[src/rtl/fp_add_sched_if.sv]
// Requester-facing bundle of fp_add_sched: two request ports, a shared
// response channel, sticky status and completed-operation counters.
interface fp_add_sched_if #(
  parameter int CNT_W = 16
);
  // Valid/ready: a transfer happens on the rising edge where valid and ready are
  // both 1; valid and its payload stay stable until then, and ready may depend
  // combinationally on valid but valid never waits on ready.
  logic [1:0]       req_valid;
  logic [1:0]       req_ready;
  logic [31:0]      req_a0;
  logic [31:0]      req_b0;
  logic [31:0]      req_a1;
  logic [31:0]      req_b1;
  logic [2:0]       req_rmode0;
  logic [2:0]       req_rmode1;
  logic [1:0]       rsp_valid;
  logic [1:0]       rsp_ready;
  logic [31:0]      rsp_result;
  logic             rsp_ovf;
  logic             rsp_unf;
  logic             rsp_illegal;
  logic [1:0]       sticky_ovf;
  logic [1:0]       sticky_unf;
  logic [1:0]       sticky_clr;
  logic [CNT_W-1:0] op_cnt0;
  logic [CNT_W-1:0] op_cnt1;

  modport master (
    output req_valid, req_a0, req_b0, req_a1, req_b1, req_rmode0, req_rmode1,
    output rsp_ready, sticky_clr,
    input  req_ready, rsp_valid, rsp_result, rsp_ovf, rsp_unf, rsp_illegal,
    input  sticky_ovf, sticky_unf, op_cnt0, op_cnt1
  );

  modport slave (
    input  req_valid, req_a0, req_b0, req_a1, req_b1, req_rmode0, req_rmode1,
    input  rsp_ready, sticky_clr,
    output req_ready, rsp_valid, rsp_result, rsp_ovf, rsp_unf, rsp_illegal,
    output sticky_ovf, sticky_unf, op_cnt0, op_cnt1
  );
endinterface

[src/rtl/fp_add_sched.sv]
// Shares one combinational fp_adder between two requesters: round-robin grant,
// registered operands, one-cycle result capture and a held response.
module fp_add_sched #(
  parameter int CNT_W = 16
) (
  input  logic               clk,
  input  logic               rst,
  fp_add_sched_if.slave      req,
  output logic [31:0]        add_a,
  output logic [31:0]        add_b,
  output logic [2:0]         add_rmode,
  input  logic [31:0]        add_result,
  input  logic               add_overflow,
  input  logic               add_underflow,
  output logic [1:0]         dbg_state
);

  typedef enum logic [1:0] {
    IDLE = 2'd0,
    EXEC = 2'd1,
    RESP = 2'd2
  } state_t;

  localparam logic [31:0] QNAN = 32'h7FC0_0000;

  state_t           state;
  logic             last_grant;
  logic             op_g;
  logic             op_illegal;
  logic             grant;
  logic [1:0]       req_ready_c;
  logic             req_fire;
  logic             rsp_fire;
  logic [31:0]      sel_a;
  logic [31:0]      sel_b;
  logic [2:0]       sel_rm;
  logic [1:0]       set_ovf;
  logic [1:0]       set_unf;
  logic [1:0]       rsp_valid_q;
  logic [31:0]      rsp_result_q;
  logic             rsp_ovf_q;
  logic             rsp_unf_q;
  logic             rsp_illegal_q;
  logic [1:0]       sticky_ovf_q;
  logic [1:0]       sticky_unf_q;
  logic [CNT_W-1:0] cnt0;
  logic [CNT_W-1:0] cnt1;

  // On a tie the port that did not win last time is granted.
  always_comb begin
    grant = 1'b0;
    case (req.req_valid)
      2'b01:   grant = 1'b0;
      2'b10:   grant = 1'b1;
      2'b11:   grant = ~last_grant;
      default: grant = 1'b0;
    endcase
    req_ready_c = 2'b00;
    if (state == IDLE) req_ready_c[grant] = req.req_valid[grant];
  end

  assign req_fire = |req_ready_c;
  assign rsp_fire = (state == RESP) && req.rsp_ready[op_g];
  assign sel_a    = grant ? req.req_a1 : req.req_a0;
  assign sel_b    = grant ? req.req_b1 : req.req_b0;
  assign sel_rm   = grant ? req.req_rmode1 : req.req_rmode0;

  always_comb begin
    set_ovf = 2'b00;
    set_unf = 2'b00;
    if (rsp_fire) begin
      set_ovf[op_g] = rsp_ovf_q;
      set_unf[op_g] = rsp_unf_q;
    end
  end

  always_ff @(posedge clk) begin
    if (rst) begin
      state         <= IDLE;
      last_grant    <= 1'b1;
      op_g          <= 1'b0;
      op_illegal    <= 1'b0;
      add_a         <= '0;
      add_b         <= '0;
      add_rmode     <= 3'd0;
      rsp_valid_q   <= 2'b00;
      rsp_result_q  <= '0;
      rsp_ovf_q     <= 1'b0;
      rsp_unf_q     <= 1'b0;
      rsp_illegal_q <= 1'b0;
      sticky_ovf_q  <= 2'b00;
      sticky_unf_q  <= 2'b00;
      cnt0          <= '0;
      cnt1          <= '0;
    end else begin
      case (state)
        IDLE: begin
          // The adder operand registers double as the operand latch, so the
          // adder inputs only move when a new operation is accepted.
          if (req_fire) begin
            add_a      <= sel_a;
            add_b      <= sel_b;
            add_rmode  <= (sel_rm > 3'd4) ? 3'd0 : sel_rm;
            op_illegal <= (sel_rm > 3'd4);
            op_g       <= grant;
            last_grant <= grant;
            state      <= EXEC;
          end
        end
        EXEC: begin
          rsp_result_q  <= op_illegal ? QNAN : add_result;
          rsp_ovf_q     <= ~op_illegal & add_overflow;
          rsp_unf_q     <= ~op_illegal & add_underflow;
          rsp_illegal_q <= op_illegal;
          rsp_valid_q   <= op_g ? 2'b10 : 2'b01;
          state         <= RESP;
        end
        RESP: begin
          if (rsp_fire) begin
            rsp_valid_q <= 2'b00;
            if (!op_g && (cnt0 != '1)) cnt0 <= cnt0 + 1'b1;
            if (op_g && (cnt1 != '1)) cnt1 <= cnt1 + 1'b1;
            state <= IDLE;
          end
        end
        default: state <= IDLE;
      endcase
      // A flag raised by a response overrides a clear in the same cycle.
      sticky_ovf_q <= set_ovf | (sticky_ovf_q & ~req.sticky_clr);
      sticky_unf_q <= set_unf | (sticky_unf_q & ~req.sticky_clr);
    end
  end

  assign req.req_ready   = req_ready_c;
  assign req.rsp_valid   = rsp_valid_q;
  assign req.rsp_result  = rsp_result_q;
  assign req.rsp_ovf     = rsp_ovf_q;
  assign req.rsp_unf     = rsp_unf_q;
  assign req.rsp_illegal = rsp_illegal_q;
  assign req.sticky_ovf  = sticky_ovf_q;
  assign req.sticky_unf  = sticky_unf_q;
  assign req.op_cnt0     = cnt0;
  assign req.op_cnt1     = cnt1;
  assign dbg_state       = state;

endmodule

[src/flat_wrapper.sv]
// flat-port wrapper written by rule: the top's interface ports become plain ports
module fp_add_sched_flat 
#(
  parameter int CNT_W = 16
)
  (clk, rst, add_a, add_b, add_rmode, add_result, add_overflow, add_underflow, dbg_state, req_req_valid, req_req_a0, req_req_b0, req_req_a1, req_req_b1, req_req_rmode0, req_req_rmode1, req_rsp_ready, req_sticky_clr, req_req_ready, req_rsp_valid, req_rsp_result, req_rsp_ovf, req_rsp_unf, req_rsp_illegal, req_sticky_ovf, req_sticky_unf, req_op_cnt0, req_op_cnt1);
  fp_add_sched_if #(.CNT_W(CNT_W)) req_i ();
  input  logic clk;
  input  logic rst;
  output logic [31:0] add_a;
  output logic [31:0] add_b;
  output logic [2:0] add_rmode;
  input  logic [31:0] add_result;
  input  logic add_overflow;
  input  logic add_underflow;
  output logic [1:0] dbg_state;
  input wire logic [$bits(req_i.req_valid)-1:0] req_req_valid;
  input wire logic [$bits(req_i.req_a0)-1:0] req_req_a0;
  input wire logic [$bits(req_i.req_b0)-1:0] req_req_b0;
  input wire logic [$bits(req_i.req_a1)-1:0] req_req_a1;
  input wire logic [$bits(req_i.req_b1)-1:0] req_req_b1;
  input wire logic [$bits(req_i.req_rmode0)-1:0] req_req_rmode0;
  input wire logic [$bits(req_i.req_rmode1)-1:0] req_req_rmode1;
  input wire logic [$bits(req_i.rsp_ready)-1:0] req_rsp_ready;
  input wire logic [$bits(req_i.sticky_clr)-1:0] req_sticky_clr;
  output wire logic [$bits(req_i.req_ready)-1:0] req_req_ready;
  output wire logic [$bits(req_i.rsp_valid)-1:0] req_rsp_valid;
  output wire logic [$bits(req_i.rsp_result)-1:0] req_rsp_result;
  output wire logic [$bits(req_i.rsp_ovf)-1:0] req_rsp_ovf;
  output wire logic [$bits(req_i.rsp_unf)-1:0] req_rsp_unf;
  output wire logic [$bits(req_i.rsp_illegal)-1:0] req_rsp_illegal;
  output wire logic [$bits(req_i.sticky_ovf)-1:0] req_sticky_ovf;
  output wire logic [$bits(req_i.sticky_unf)-1:0] req_sticky_unf;
  output wire logic [$bits(req_i.op_cnt0)-1:0] req_op_cnt0;
  output wire logic [$bits(req_i.op_cnt1)-1:0] req_op_cnt1;
  assign req_i.req_valid = req_req_valid;
  assign req_i.req_a0 = req_req_a0;
  assign req_i.req_b0 = req_req_b0;
  assign req_i.req_a1 = req_req_a1;
  assign req_i.req_b1 = req_req_b1;
  assign req_i.req_rmode0 = req_req_rmode0;
  assign req_i.req_rmode1 = req_req_rmode1;
  assign req_i.rsp_ready = req_rsp_ready;
  assign req_i.sticky_clr = req_sticky_clr;
  assign req_req_ready = req_i.req_ready;
  assign req_rsp_valid = req_i.rsp_valid;
  assign req_rsp_result = req_i.rsp_result;
  assign req_rsp_ovf = req_i.rsp_ovf;
  assign req_rsp_unf = req_i.rsp_unf;
  assign req_rsp_illegal = req_i.rsp_illegal;
  assign req_sticky_ovf = req_i.sticky_ovf;
  assign req_sticky_unf = req_i.sticky_unf;
  assign req_op_cnt0 = req_i.op_cnt0;
  assign req_op_cnt1 = req_i.op_cnt1;
  fp_add_sched #(.CNT_W(CNT_W)) u_core (.clk(clk), .rst(rst), .req(req_i), .add_a(add_a), .add_b(add_b), .add_rmode(add_rmode), .add_result(add_result), .add_overflow(add_overflow), .add_underflow(add_underflow), .dbg_state(dbg_state));
endmodule
[config.mk]
export PLATFORM = sky130hd
export DESIGN_NAME = fp_add_sched_flat
export DESIGN_NICKNAME = d
export VERILOG_FILES = /design/src/rtl/fp_add_sched_if.sv /design/src/rtl/fp_add_sched.sv /design/src/flat_wrapper.sv
export SDC_FILE = /design/constraint.sdc
export NUM_CORES = 1
export LEC_CHECK = 0
export CAP_MARGIN = 20
export CORE_MARGIN = 5
export CORE_UTILIZATION = 44
export DETAILED_ROUTE_END_ITERATION = 7
export PLACE_DENSITY = 0.95
export SETUP_SLACK_MARGIN = 0.1
export SYNTH_ARGS = -nofsm -noshare
export SYNTH_HDL_FRONTEND = slang
export SYNTH_SLANG_ARGS = --single-unit
[constraint.sdc]
create_clock -name clk -period 2.3 [get_ports clk]
set_input_delay 0.575 -clock clk [delete_from_list [all_inputs] [get_ports clk]]
set_output_delay 0.575 -clock clk [all_outputs]
set_load 0.05 [all_outputs]
# Word level (Yosys, flattened, before mapping)
# Cells that the tools add are included.
# totals
ff_bits	145
input_bits	176
out_inout_bits	144
word_cells	79
# op_classes
addsub	2
magnitude_cmp	5
eq_ne	8
n_mux	22
n_bitwise	12
n_reduce_logical	14
# ops
cell	count
$mux W32	3
$add A16 B1 Y16 const B	2
$ne A16 B16 Y1 const B	2
$mux W2	6
$and A2 B2 Y2	5
$eq A2 B2 Y1 const B	3
$mux W1	6
$mux W3	2
$pmux W2 S3	1
$reduce_and A2 Y1	3
$reduce_and A3 Y1	2
$logic_and A1 B1 Y1	5
$lt A1 B2 Y1 const B	2
$ne A2 B1 Y1 const B	2
$or A2 B2 Y2	2
$pmux W2 S2	1
$gt A3 B3 Y1 const B	1
$and A1 B1 Y1	2
$demux W1 S1	2
$eq A2 B1 Y1 const B	1
$ge A1 B1 Y1 const B	2
$logic_not A2 Y1	1
$not A1 Y1	2
$not A2 Y2	1
other kinds (4)	4

# Longest topological paths before layout
# logic_depth
word_depth	11
ltp_mapped	6
mapped_depth_nobuf	5

# Worst setup path after synthesis
# Ideal clock, no wire load.
# synth_path
path_type	flip-flop to output port
startpoint	reg u_core.state[0], in the netlist u_core.dbg_state[0]
endpoint	out req_req_ready[0]
arrival_time_ps	1554
required_ps	1725
slack_ps	171
stages_incl_launch_ff	4
n_path_buf	0
path_cell_list	dfxtp_1 > nor2_1 > nand2_1 > nor2_1
# synth_between
elab_chain_cells	2
# synth_rtl
item	line	source
start, declared	fp_add_sched.sv:26	state_t state;
start signal, assigned	fp_add_sched.sv:79	state <= IDLE;
start signal, assigned	fp_add_sched.sv:107	state <= EXEC;
start signal, assigned	fp_add_sched.sv:116	state <= RESP;
$logic_not A2 Y1	fp_add_sched.sv:59	if (state == IDLE) req_ready_c[grant] = req.req_valid[grant];
$mux W2	fp_add_sched.sv:59	
end, declared	flat_wrapper.sv:26	output wire logic [$bits(req_i.req_ready)-1:0] req_req_ready;
# Every way passes these cells.

# Final worst setup path
# layout_path
startpoint	in req_req_valid[1]
endpoint	out req_req_ready[1]
# layout_between
elab_chain_cells	8
elab_cells_between_ends	12
classes_between	order compare: 2; eq/ne: 2; mux: 6; bitwise: 1; reduce/logical: 1
# layout_rtl
item	line	source
start, declared	flat_wrapper.sv:17	input wire logic [$bits(req_i.req_valid)-1:0] req_req_valid;
$eq A2 B2 Y1	fp_add_sched.sv:52	case (req.req_valid)
$pmux W1 S2	fp_add_sched.sv:52	
$lt A1 B2 Y1 (implied by the code) / $ge A1 B1 Y1 (equally long branches)	fp_add_sched.sv:59	
$logic_and A1 B1 Y1 (implied by the code)	fp_add_sched.sv:59	
$mux W1 (implied by the code)	fp_add_sched.sv:59	
$demux W1 S1	-	
$and A2 B2 Y2 (no line) (*)	-	
$mux W2 (*)	fp_add_sched.sv:59	
# Every way passes the cells marked *; elsewhere a longest branch is shown, timed or not. The select of a mux whose other input is x is not followed.

==> impl_metrics.py <==
metrics = {
    "status": {
        "status": "complete, no violations",
    },
    "floorplanning": {
        "initial_utilization": 0.447,
        "ioPinCount": 320,
        "rows": 44,
        "die_w_um": 131,
        "coreArea_um2": 14400,
        "die_height_um": 131,
        "dieArea_um2": 17200,
    },
    "clock_network": {
        "cts_root_buf": "clkbuf_16",
        "cts.htree.levels": 4,
        "cts.sinks": 145,
        "cts_hold_buf": 0,
        "tritoncts": "done",
        "cts_buffers": 17,
        "clk_latency_ns": 0.42,
        "ctsLongestPathBuffers": 2,
        "cts.clk_slew.worst_paths_ns": 0.06,
    },
    "global_route": {
        "gr-total-overflow": 0,
        "grt_pass1_vias": 6537,
        "grt_usage": 0.239,
        "grt_pass1_wl_um": 32300,
        "antenna_found_initial": 0,
        "grt_max_degree": 92,
    },
    "yosys": {
        "synth_compound_gate_area_share": 0.170,
        "synth_cells": 712,
        "yosysUniqueCellTypes": 52,
        "avgSynthCellArea_um2": 9.05,
        "yosys.area_share.simple": 0.204,
        "synthTopCellsByArea": "dfxtp_1 (45%), mux2i_1 (11%), a211oi_1 (7.9%), nor2_1 (5.8%), a21oi_1 (4.0%)",
        "synth_top_cell_by_area": "dfxtp_1",
        "synth_top_area_frac": 0.451,
        "netlist_top_cells_count": "dfxtp_1 (145), nor2_1 (100), a211oi_1 (68), mux2i_1 (68), a21oi_1 (51)",
        "ys_async_sr_fraction": 0,
        "synthMuxAreaShare": 0.125,
        "synth_warnings": 0,
        "netlist_area_um2": 6440,
        "synth_edf_count": 0,
        "seq_area_frac_synth": 0.451,
        "yosysMostFrequentCell": "dfxtp_1",
        "synthXorXnorAreaFrac": 0,
        "synth_top_family_by_area": "simple AND/OR/NAND/NOR gates",
        "yosys.area_share.adder": 0.00388,
        "ys.flop_type": "dfxtp_1",
        "synth-seq-cells": 145,
        "syn_nets": 890,
    },
    "place": {
        "hpwl_um": 16000,
        "gp_congestion": 0.828,
        "io_buffers": 319,
        "place_area_um2": 9950,
    },
    "routing": {
        "drc_errors": 0,
        "drt_iter0_markers": 456,
        "ant_nets": 0,
        "wl_per_cell_um": 17.7,
        "vias": 6640,
        "drtPass1Iterations": 5,
        "routed_wl_um": 21500,
        "routed_via_density": 5.45,
    },
    "critical_path": {
        "path_class": "input port to output pin",
        "r2r_start": "u_core.dbg_state[1]$_SDFFE_PP0P_",
        "arrival_ns": 1.61,
        "r2r-end": "u_core.req.op_cnt0[15]$_SDFFE_PP0P_",
        "rrSetupSlack_ns": 0.47,
        "end_kind": "output pin",
        "cp_max_fo": 3,
        "rr_worst_depth": 5,
        "startpoint_type": "input port",
        "cp_data_required_time_ns": 1.73,
    },
    "power_and_ir_drop": {
        "power_density_nw_per_um2": 738,
        "leakagePower_nw": 4.57,
        "power_mw": 7.83,
        "peakVddDrop_mv": 0.484,
    },
    "sta": {
        "relSlewSlack": 0.578,
        "maxSlewViolCount": 0,
        "fin_worst_skew_ns": 0.00923,
        "min_period_over_period": 0.951,
        "fin_crit_ns": 2.19,
        "rsz0062_at_grt": "true",
        "hold_violations": 0,
        "maxClockFrequency_mhz": 457,
        "worst_pin_slew_ns": 0.633,
        "setup_violations": 0,
    },
    "cells_and_area": {
        "final_area_um2": 10600,
        "fillers": 949,
        "drive_above_1_share": 0.0850,
        "nets": 1200,
        "antennaDiodeCount": 0,
        "syn2layout_area_growth_pct": 64.6,
    },
    "hold_path": {
        "worstHoldStart": "u_core.req.rsp_result[8]$_SDFFE_PP0P_",
        "whs_path_depth": 2,
        "hp-class": "flop to flop",
        "min_to": "u_core.req.rsp_result[8]$_SDFFE_PP0P_",
    },
    "job": {
        "maxCapViolCount": 0,
    },
}
==> where the power goes <==
part / leakage (nW) / switching [mW] / internal, mW
combinational: 3.10 / 1.32 / 0.897
clock: 0.281 / 1.13 / 1.64
sequential: 1.19 / 0.120 / 2.72
==> final cells by class <==
cell class	instances	area, µm²	share of cell area
well taps	184	230	0.0217
clock buffers	18	439	0.0414
inverters	10	37.5	0.00354
repair buffers	348	3560	0.336
clock inverters	14	159	0.0150
flip-flops and latches	145	2900	0.274
multi-input cells	500	3270	0.309
==> worst max-delay path by stage <==
stage,from,to,cells after the start
2_1_floorplan,u_core.dbg_state[0]$_SDFFE_PP0P_,req_req_ready[0],3
3_3_place_gp,req_rsp_ready[0],u_core.req.op_cnt0[15]$_SDFFE_PP0P_,6
3_5_place_dp,req_rsp_ready[0],u_core.req.op_cnt0[15]$_SDFFE_PP0P_,6
4_1_cts,u_core.add_a[16]$_SDFFE_PP0P_,add_a[16],1
5_1_grt,req_req_valid[1],req_req_ready[1],5
6_report,req_req_valid[1],req_req_ready[1],5
==> kinds of logic after synthesis <==
group | count (synthesis)
muxes | 79
adders and majority gates | 2
and+or+nand+nor | 257
buffers and inverters | 67
AOI/OAI and AO/OA | 162
DFF | 145
==> layer usage <==
layer,vias up,share of wire,GRT usage
li1,3223,-,-
met4,0,0.035,0.114
met2,298,0.51,0.419
met5,-,0,0
met1,3065,0.36,0.254
met3,54,0.098,0.0866
==> worst max-delay path, stage by stage <==
cell and delay, ns:
clkdlybuf4s50_1 0.52, a21boi_4 0.21, nand2_1 0.10, inv_2 0.08, buf_12 0.13
==> layout by cell type (no fill, tap or decap), types with 10 or more instances in the layout <==
cell type and instances:
clkbuf_16 17, buf_12 10, nand2_1 45, dlymetal6s2s_1 33
dfxtp_1 145, clkdlybuf4s50_1 243, buf_4 23, mux2i_1 68
a21oi_1 51, nor2b_1 13, nor2_1 98, nor3_1 19
nand3b_1 25, dlygate4sd2_1 39, a211oi_1 68, mux2_2 11
==> repair_timing <==
item | 4_1_cts | 5_1_grt
setup endpoints to repair | 41 | 35
resized for setup | 40 | 37
setup buffers | 1 | 0
==> through the flow <==
stage	setup slack, ns	utilization	setup TNS [ns]	cells	hold slack (ns)
after global routing	0.0865	0.735	0	1219	0.475
after floorplan	0.171	-	0	712	0.476
after CTS	0.102	0.729	0	1219	0.454
after detailed placement	-0.0134	0.690	-0.0159	1186	0.445
after global placement	0.0402	0.690	0	1186	0.437
final	0.113	0.735	0	1219	0.451
==> registers in the layout, indices dropped and copies added (netlist names), 2 cells and up <==
register / flops
u_core.add_a: 32
u_core.add_b: 32
u_core.add_rmode: 3
u_core.dbg_state: 2
u_core.req.op_cnt0: 16
u_core.req.op_cnt1: 16
u_core.req.rsp_result: 32
u_core.req.rsp_valid: 2
u_core.req.sticky_ovf: 2
u_core.req.sticky_unf: 2
No activity file was read; power rests on OpenSTA's default activity.
